[src/rtl/pkg_audio.sv]
// Shared types and limits for the audio serial (I2S / left-justified) codec driver.
package pkg_audio;

   typedef enum logic {
      AUDIO_MODE_I2S = 1'b0,
      AUDIO_MODE_LJ  = 1'b1
   } audio_mode_e;

   localparam int AUDIO_WIDTH_MIN = 16;
   localparam int AUDIO_WIDTH_MAX = 32;

   // Slot bit carrying the channel MSB: I2S delays the data one BCLK behind the LRCK edge.
   function automatic int data_offset(audio_mode_e mode);
      return (mode == AUDIO_MODE_I2S) ? 1 : 0;
   endfunction

endpackage

[src/rtl/drv_audio_i2s_clk.sv]
// Bit-clock generator: BCLK, its one-cycle fall/rise strobes, the frame bit counter and LRCK.
module drv_audio_i2s_clk #(
   parameter int P_SLOT     = 32,
   parameter int P_BCLK_DIV = 17,
   parameter int P_CNT_W    = 6
) (
   input  logic               i_clk,
   input  logic               i_rst,
   output logic               o_bclk,
   output logic               o_fall,
   output logic               o_rise,
   output logic               o_frame_start,
   output logic [P_CNT_W-1:0] o_cnt,
   output logic               o_lrck
);

   localparam int                 DIV_W     = $clog2(P_BCLK_DIV);
   localparam logic [DIV_W-1:0]   DIV_LAST  = DIV_W'(P_BCLK_DIV - 1);
   localparam logic [P_CNT_W-1:0] CNT_LAST  = P_CNT_W'(2 * P_SLOT - 1);
   localparam logic [P_CNT_W-1:0] CNT_RIGHT = P_CNT_W'(P_SLOT);

   logic [DIV_W-1:0]   div_q;
   logic               bclk_q;
   logic               lrck_q;
   logic               tick;
   logic [P_CNT_W-1:0] cnt_q;
   logic [P_CNT_W-1:0] cnt_nxt;

   assign tick          = (div_q == DIV_LAST);
   assign o_rise        = tick && !bclk_q;
   assign o_fall        = tick && bclk_q;
   assign o_frame_start = o_fall && (cnt_q == CNT_LAST);
   assign cnt_nxt       = (cnt_q == CNT_LAST) ? '0 : cnt_q + P_CNT_W'(1);

   // The counter parks on the last frame bit in reset so the first fall wraps it and opens a left slot.
   always_ff @(posedge i_clk or negedge i_rst) begin
      if (!i_rst) begin
         div_q  <= '0;
         bclk_q <= 1'b0;
         cnt_q  <= CNT_LAST;
         lrck_q <= 1'b0;
      end else begin
         div_q <= tick ? '0 : div_q + DIV_W'(1);
         if (tick) begin
            bclk_q <= !bclk_q;
         end
         if (o_fall) begin
            cnt_q  <= cnt_nxt;
            lrck_q <= (cnt_nxt >= CNT_RIGHT);
         end
      end
   end

   assign o_bclk = bclk_q;
   assign o_cnt  = cnt_q;
   assign o_lrck = lrck_q;

endmodule

[src/rtl/drv_audio_i2s.sv]
// Audio codec serial driver: DAC holding/shift datapath with valid/ready handshake, ADC deserialiser, XCK.
module drv_audio_i2s
   import pkg_audio::*;
#(
   parameter int          P_WIDTH    = 16,
   parameter int          P_SLOT     = 32,
   parameter int          P_BCLK_DIV = 17,
   parameter int          P_XCK_DIV  = 1,
   parameter audio_mode_e P_MODE     = AUDIO_MODE_I2S
) (
   input  logic                    i_clk,
   input  logic                    i_rst,
   output logic                    o_drv_xck,
   output logic                    o_drv_bclk,
   output logic                    o_drv_dac_dat,
   output logic                    o_drv_dac_clrck,
   input  logic                    i_drv_adc_dat,
   output logic                    o_drv_adc_clrck,
   input  logic [1:0][P_WIDTH-1:0] i_dat,
   input  logic                    i_val,
   output logic                    o_rdy,
   output logic [1:0][P_WIDTH-1:0] o_dat,
   output logic                    o_val,
   input  logic                    i_mute,
   output logic                    o_underrun
);

   localparam int                FRAME_BITS = 2 * P_SLOT;
   localparam int                CNT_W      = $clog2(FRAME_BITS);
   localparam int                OFF        = data_offset(P_MODE);
   localparam int                PAD        = P_SLOT - P_WIDTH - OFF;
   localparam int                XCK_W      = (P_XCK_DIV > 1) ? $clog2(P_XCK_DIV) : 1;
   localparam logic [CNT_W-1:0]  SLOT_LEN   = CNT_W'(P_SLOT);
   localparam logic [CNT_W-1:0]  DATA_OFF   = CNT_W'(OFF);
   localparam logic [CNT_W-1:0]  DATA_LEN   = CNT_W'(P_WIDTH);
   localparam logic [CNT_W-1:0]  LSB_POS    = CNT_W'(OFF + P_WIDTH - 1);
   localparam logic [XCK_W-1:0]  XCK_LAST   = XCK_W'(P_XCK_DIV - 1);

   logic                    bclk;
   logic                    bclk_fall;
   logic                    bclk_rise;
   logic                    frame_start;
   logic [CNT_W-1:0]        bit_cnt;
   logic                    lrck;

   logic [XCK_W-1:0]        xck_cnt;
   logic                    xck_q;

   logic                    rdy_en;
   logic                    hold_full;
   logic [1:0][P_WIDTH-1:0] hold_q;
   logic                    underrun_q;
   logic                    xfer;
   logic                    load_zero;
   logic [1:0][P_WIDTH-1:0] load_pair;
   logic [P_SLOT-1:0]       slot_l;
   logic [P_SLOT-1:0]       slot_r;
   logic [FRAME_BITS-1:0]   frame_img;
   logic [FRAME_BITS-1:0]   shift_q;
   logic                    dac_q;

   logic                    frame_act;
   logic                    ch_right;
   logic [CNT_W-1:0]        slot_bit;
   logic [CNT_W-1:0]        data_idx;
   logic                    in_data;
   logic [P_WIDTH-1:0]      adc_sh;
   logic [P_WIDTH-1:0]      adc_word;
   logic [P_WIDTH-1:0]      adc_left;
   logic [1:0][P_WIDTH-1:0] dat_q;
   logic                    val_q;

   drv_audio_i2s_clk #(
      .P_SLOT     (P_SLOT),
      .P_BCLK_DIV (P_BCLK_DIV),
      .P_CNT_W    (CNT_W)
   ) u_clk (
      .i_clk         (i_clk),
      .i_rst         (i_rst),
      .o_bclk        (bclk),
      .o_fall        (bclk_fall),
      .o_rise        (bclk_rise),
      .o_frame_start (frame_start),
      .o_cnt         (bit_cnt),
      .o_lrck        (lrck)
   );

   always_ff @(posedge i_clk or negedge i_rst) begin
      if (!i_rst) begin
         xck_cnt <= '0;
         xck_q   <= 1'b0;
      end else if (xck_cnt == XCK_LAST) begin
         xck_cnt <= '0;
         xck_q   <= !xck_q;
      end else begin
         xck_cnt <= xck_cnt + XCK_W'(1);
      end
   end

   assign o_rdy     = rdy_en && !hold_full;
   assign xfer      = i_val && o_rdy;
   assign load_pair = hold_full ? hold_q : i_dat;
   assign load_zero = i_mute || (!hold_full && !xfer);
   assign slot_l    = {{(P_SLOT - P_WIDTH){1'b0}}, load_pair[0]} << PAD;
   assign slot_r    = {{(P_SLOT - P_WIDTH){1'b0}}, load_pair[1]} << PAD;
   assign frame_img = load_zero ? '0 : {slot_l, slot_r};

   // Frame start always drains the holding register; a same-cycle transfer bypasses it.
   always_ff @(posedge i_clk or negedge i_rst) begin
      if (!i_rst) begin
         rdy_en     <= 1'b0;
         hold_full  <= 1'b0;
         hold_q     <= '0;
         underrun_q <= 1'b0;
      end else begin
         rdy_en     <= 1'b1;
         underrun_q <= 1'b0;
         if (frame_start) begin
            hold_full  <= 1'b0;
            underrun_q <= !hold_full && !xfer;
         end else if (xfer) begin
            hold_full <= 1'b1;
            hold_q    <= i_dat;
         end
      end
   end

   always_ff @(posedge i_clk or negedge i_rst) begin
      if (!i_rst) begin
         shift_q <= '0;
         dac_q   <= 1'b0;
      end else if (frame_start) begin
         dac_q   <= frame_img[FRAME_BITS-1];
         shift_q <= {frame_img[FRAME_BITS-2:0], 1'b0};
      end else if (bclk_fall) begin
         dac_q   <= shift_q[FRAME_BITS-1];
         shift_q <= {shift_q[FRAME_BITS-2:0], 1'b0};
      end
   end

   assign ch_right = (bit_cnt >= SLOT_LEN);
   assign slot_bit = ch_right ? bit_cnt - SLOT_LEN : bit_cnt;
   assign data_idx = slot_bit - DATA_OFF;
   assign in_data  = (data_idx < DATA_LEN);
   assign adc_word = {adc_sh[P_WIDTH-2:0], i_drv_adc_dat};

   // ADC sampling waits for the first full frame so the rise before it cannot yield a stray sample.
   always_ff @(posedge i_clk or negedge i_rst) begin
      if (!i_rst) begin
         frame_act <= 1'b0;
         adc_sh    <= '0;
         adc_left  <= '0;
         dat_q     <= '0;
         val_q     <= 1'b0;
      end else begin
         val_q <= 1'b0;
         if (frame_start) begin
            frame_act <= 1'b1;
         end
         if (bclk_rise && frame_act && in_data) begin
            adc_sh <= adc_word;
            if (slot_bit == LSB_POS) begin
               if (!ch_right) begin
                  adc_left <= adc_word;
               end else begin
                  dat_q <= {adc_word, adc_left};
                  val_q <= 1'b1;
               end
            end
         end
      end
   end

   assign o_drv_xck       = xck_q;
   assign o_drv_bclk      = bclk;
   assign o_drv_dac_dat   = dac_q;
   assign o_drv_dac_clrck = lrck;
   assign o_drv_adc_clrck = lrck;
   assign o_dat           = dat_q;
   assign o_val           = val_q;
   assign o_underrun      = underrun_q;

endmodule
[config.mk]
export PLATFORM = sky130hd
export DESIGN_NAME = drv_audio_i2s
export DESIGN_NICKNAME = d
export VERILOG_FILES = /design/src/rtl/pkg_audio.sv /design/src/rtl/drv_audio_i2s_clk.sv /design/src/rtl/drv_audio_i2s.sv
export SDC_FILE = /design/constraint.sdc
export NUM_CORES = 1
export LEC_CHECK = 0
export CORE_MARGIN = 5
export CORE_UTILIZATION = 56
export CTS_CLUSTER_DIAMETER = 200
export DETAILED_ROUTE_END_ITERATION = 10
export GPL_TIMING_DRIVEN = 1
export PLACE_DENSITY_LB_ADDON = 0.3
export RECOVER_POWER = 100
export SLEW_MARGIN = 15
export SYNTH_ARGS = -nofsm -noshare
export SYNTH_HDL_FRONTEND = slang
export SYNTH_HIERARCHICAL = 1
export SYNTH_SLANG_ARGS = --single-unit
[constraint.sdc]
create_clock -name i_clk -period 2.6 [get_ports i_clk]
set_input_delay 0.39 -clock i_clk [delete_from_list [all_inputs] [get_ports i_clk]]
set_output_delay 0.39 -clock i_clk [all_outputs]
set_load 0.05 [all_outputs]
==> results of run 1 <==
-- through the flow --
stage               area (µm²)  hold slack [ns]  power [W]
CTS                       8670            0.424    0.00557
detailed placement        8050            0.382    0.00299
global route              8620            0.447    0.00571
floorplan                 7050           0.0944    0.00283
finish                    8620            0.415    0.00550
global placement          8050            0.370    0.00297
-- power groups by stage --
stage | logic [W] | clock network, W | registers (W)
6_report | 0.000262 | 0.00257 | 0.00267
5_1_grt | 0.000299 | 0.00273 | 0.00268
3_3_place_gp | 0.000262 | 0 | 0.00271
4_1_cts | 0.000275 | 0.00262 | 0.00267
3_5_place_dp | 0.000272 | 0 | 0.00272
2_1_floorplan | 0.000126 | 0 | 0.00270
-- how the worst min path moves through the flow --
stage	end	depth (start not counted)	slack (ns)
floorplan	adc_left[0]$_DFFE_PN0P_	0	0.09
global placement	u_clk/o_bclk$_DFFE_PN0N_	1	0.37
detailed placement	u_clk/o_bclk$_DFFE_PN0N_	1	0.38
CTS	o_drv_xck$_DFF_PN0_	1	0.42
global route	o_drv_xck$_DFF_PN0_	1	0.45
finish	o_drv_xck$_DFF_PN0_	1	0.42
-- logic make-up after synthesis --
| logic type | Yosys count |
|---|---|
| AND/OR/NAND/NOR | 84 |
| adder cells (fa/ha/maj) | 3 |
| other | 1 |
| flip-flops | 163 |
| XOR/XNOR | 5 |
| AO/OA/AOI/OAI | 76 |
| multiplexers | 146 |
| buffers and inverters | 74 |
-- layer usage --
metal | wire [µm] | share of wire | vias up
met4 | 170 | 0.013 | 0
li1 | - | - | 2118
met1 | 5790 | 0.43 | 2258
met3 | 437 | 0.033 | 18
met2 | 6920 | 0.52 | 70
met5 | 0 | 0 | -
-- Yosys cell counts (2+ instances only) --
| cell type | number | share of area |
|---|---|---|
| or2_2 | 2 | 0.0018 |
| o22a_1 | 31 | 0.039 |
| a31oi_1 | 2 | 0.0018 |
| o21ai_0 | 2 | 0.0014 |
| and2_1 | 2 | 0.0018 |
| inv_1 | 36 | 0.019 |
| mux2_2 | 94 | 0.15 |
| nand3b_1 | 2 | 0.0021 |
| xnor2_1 | 4 | 0.0050 |
| ha_1 | 3 | 0.0053 |
| dfrtp_1 | 157 | 0.56 |
| dfstp_2 | 6 | 0.022 |
| buf_4 | 2 | 0.0021 |
| nor2b_1 | 2 | 0.0018 |
| nor3_1 | 33 | 0.023 |
| nand2_1 | 2 | 0.0011 |
| and3_1 | 4 | 0.0035 |
| nand2b_1 | 2 | 0.0018 |
| buf_2 | 8 | 0.0057 |
| inv_2 | 2 | 0.0011 |
| nand3_1 | 7 | 0.0050 |
| clkbuf_1 | 23 | 0.012 |
| a21oi_1 | 36 | 0.026 |
| nor2_1 | 21 | 0.011 |
| mux2i_1 | 49 | 0.070 |
-- critical path: cells and delay by family, from the launching register on --
| family | cells | cell delay [ns] |
|---|---|---|
| buf+inv | 1 | 0.93 |
| flops | 1 | 0.41 |
| simple gates | 1 | 0.23 |
-- repair_timing --
action,4_1_cts,5_1_grt
endpoints found under the hold margin,42,0
setup buffers,0,0
hold buffers,1,0
-- layout make-up --
class / count / area (µm²)
well taps: 172 / 215
clock buffers: 19 / 443
repair buffers: 95 / 915
inverters: 38 / 143
clock inverters: 13 / 171
fillers: 897 / 3850
multi-input cells: 315 / 2640
flip-flops and latches: 163 / 4090
-- flip-flops by register name (all words and copies together), names as in the netlist --
register and flops:
shift_q 48, hold_q 32, o_dat 32, adc_left 16, adc_sh 15, u_clk/o_cnt 6, u_clk/div_q 5, frame_act 1
hold_full 1, o_drv_dac_dat 1, o_drv_xck 1, o_underrun 1, o_val 1, rdy_en 1, u_clk/o_bclk 1, u_clk/o_lrck 1
-- placed cells by master, fill, tap and decap left out, types with 4 or more instances in the layout --
cell,instances
inv_6,4
inv_1,37
nor2_1,21
dlygate4sd3_1,41
a21oi_1,35
nor3_1,33
mux2_2,94
mux2i_1,49
o22a_1,31
and3_1,4
clkbuf_16,17
nand3_1,7
buf_4,5
clkbuf_2,9
dfrtp_1,156
clkdlybuf4s50_1,35
dfstp_2,6
xnor2_1,4
==> results.cfg, run 1 <==
[floorplanning]
die_area_um2 = 14900
core_area_um2 = 12500
num_rows = 41
initial_core_util = 0.565
die_y_um = 122
die_w_um = 122
pin_count = 77

[worst_hold_path]
min_from = o_drv_xck$_DFF_PN0_
min_path_type = reg2reg

[layout]
area_delta_synth_final_pct = 22.2
nets = 670
final_cells = 815
drive_gt1_frac = 0.244
final_util = 0.691
diodes = 0

[synthesis]
ys_seq_area_frac = 0.580
async_flop_share = 1.00
synth_mux_area_frac = 0.227
synthCells = 552
synth_compound_area_frac = 0.0735
synth_top_family_by_area = multiplexers
synth-xor-area-share = 0.00621
synth-seq-cells = 163
synth_flop_cell = dfrtp_1
ys.warnings.count = 6
syn_nets = 592
syn_area_per_cell_um2 = 12.8
synth-simple-area-share = 0.0634
synth_area_um2 = 7050
synth_fa_ha_area_frac = 0.00533
synth_edf_count = 0
yosysUniqueCellTypes = 45

[global_routing]
grt_pass1_vias = 4767
grt_pass1_wl_um = 23300
grt_overflow = 0
met3_usage = 0.0515
use_met2 = 0.335
grt_antenna_before_repair = 0
grt.met1_usage = 0.252
grt_max_degree = 53
grt_usage = 0.198
grt-busiest-layer = met2

[pwr]
power_switching_w = 0.00118
powerDensity_nw_per_um2 = 639
p_clk_frac = 0.468
p_int_w = 0.00433
pwr-share-comb = 0.048
power_frac_seq = 0.485
p_sw_frac = 0.214
ir_drop_mv = 0.459
power.leakage_nw = 4.21

[worst_setup_path]
cp_max_fo = 2
crit_required_ns = 2.21
startpoint = hold_full$_DFFE_PN0P_
critical_path_class = reg2out
r2r_end = adc_sh[0]$_DFFE_PN0P_
cp-start-kind = flop
r2r_start = u_clk/div_q[0]$_DFF_PN0_
cp_slowest_cell = dlygate4sd3_1
r2r_cells = 8
path_cells = nor2b_1 > dlygate4sd3_1
arrival_ns = 1.98
setup.worst_path.end = o_rdy
timing.reg2reg.setup_slack_ns = 0.24
critPathMaxStageDelay_ns = 0.93
cp-end-kind = output pin

[routing]
viasPerCell = 5.48
vias = 4464
drtAntennaViolNets = 0
drt-wirelength-per-cell_um = 16.3
drt_pass1_iterations = 4
drc = 0
drt_iter0_markers = 283
wl_um = 13300

[sta]
slew_headroom = 0.145
setup-violations-final = 0
setup-tns-final_ns = 0
max_freq_mhz = 422
setup_slack_ns = 0.230
worst_pin_slew_ns = 1.28
finalCritPeriodShare = 0.911
slew_violations = 0
fin_worst_skew_ns = 0.0117
rsz0062_at_grt = no
hold_violations = 0
fin_crit_ns = 2.37

[clocking]
cts_sinks = 163
root_buffer = clkbuf_16
cts_tree = built
cts_max_level = 4
cts_resized = 0
clk_latency_ns = 0.43
cts_buffers = 17
clockBufferDepth = 2
path_clk_slew_ns = 0.06

[placed_design]
place_inst = 782
pre_cts_ws_ns = 0.257
gp_congestion = 0.781
portBuffers = 76
dp_hpwl_um = 9050

[run]
maxCapViolCount = 0

[run_status]
status = finished clean
Note: power is estimated with default switching activity, not from simulation.
==> run 2, diff against run 1 <==
SLEW_MARGIN = 20   (was 15)
==> results of run 2 <==
The final DEF is identical to that of run 1; final timing and power are the same.
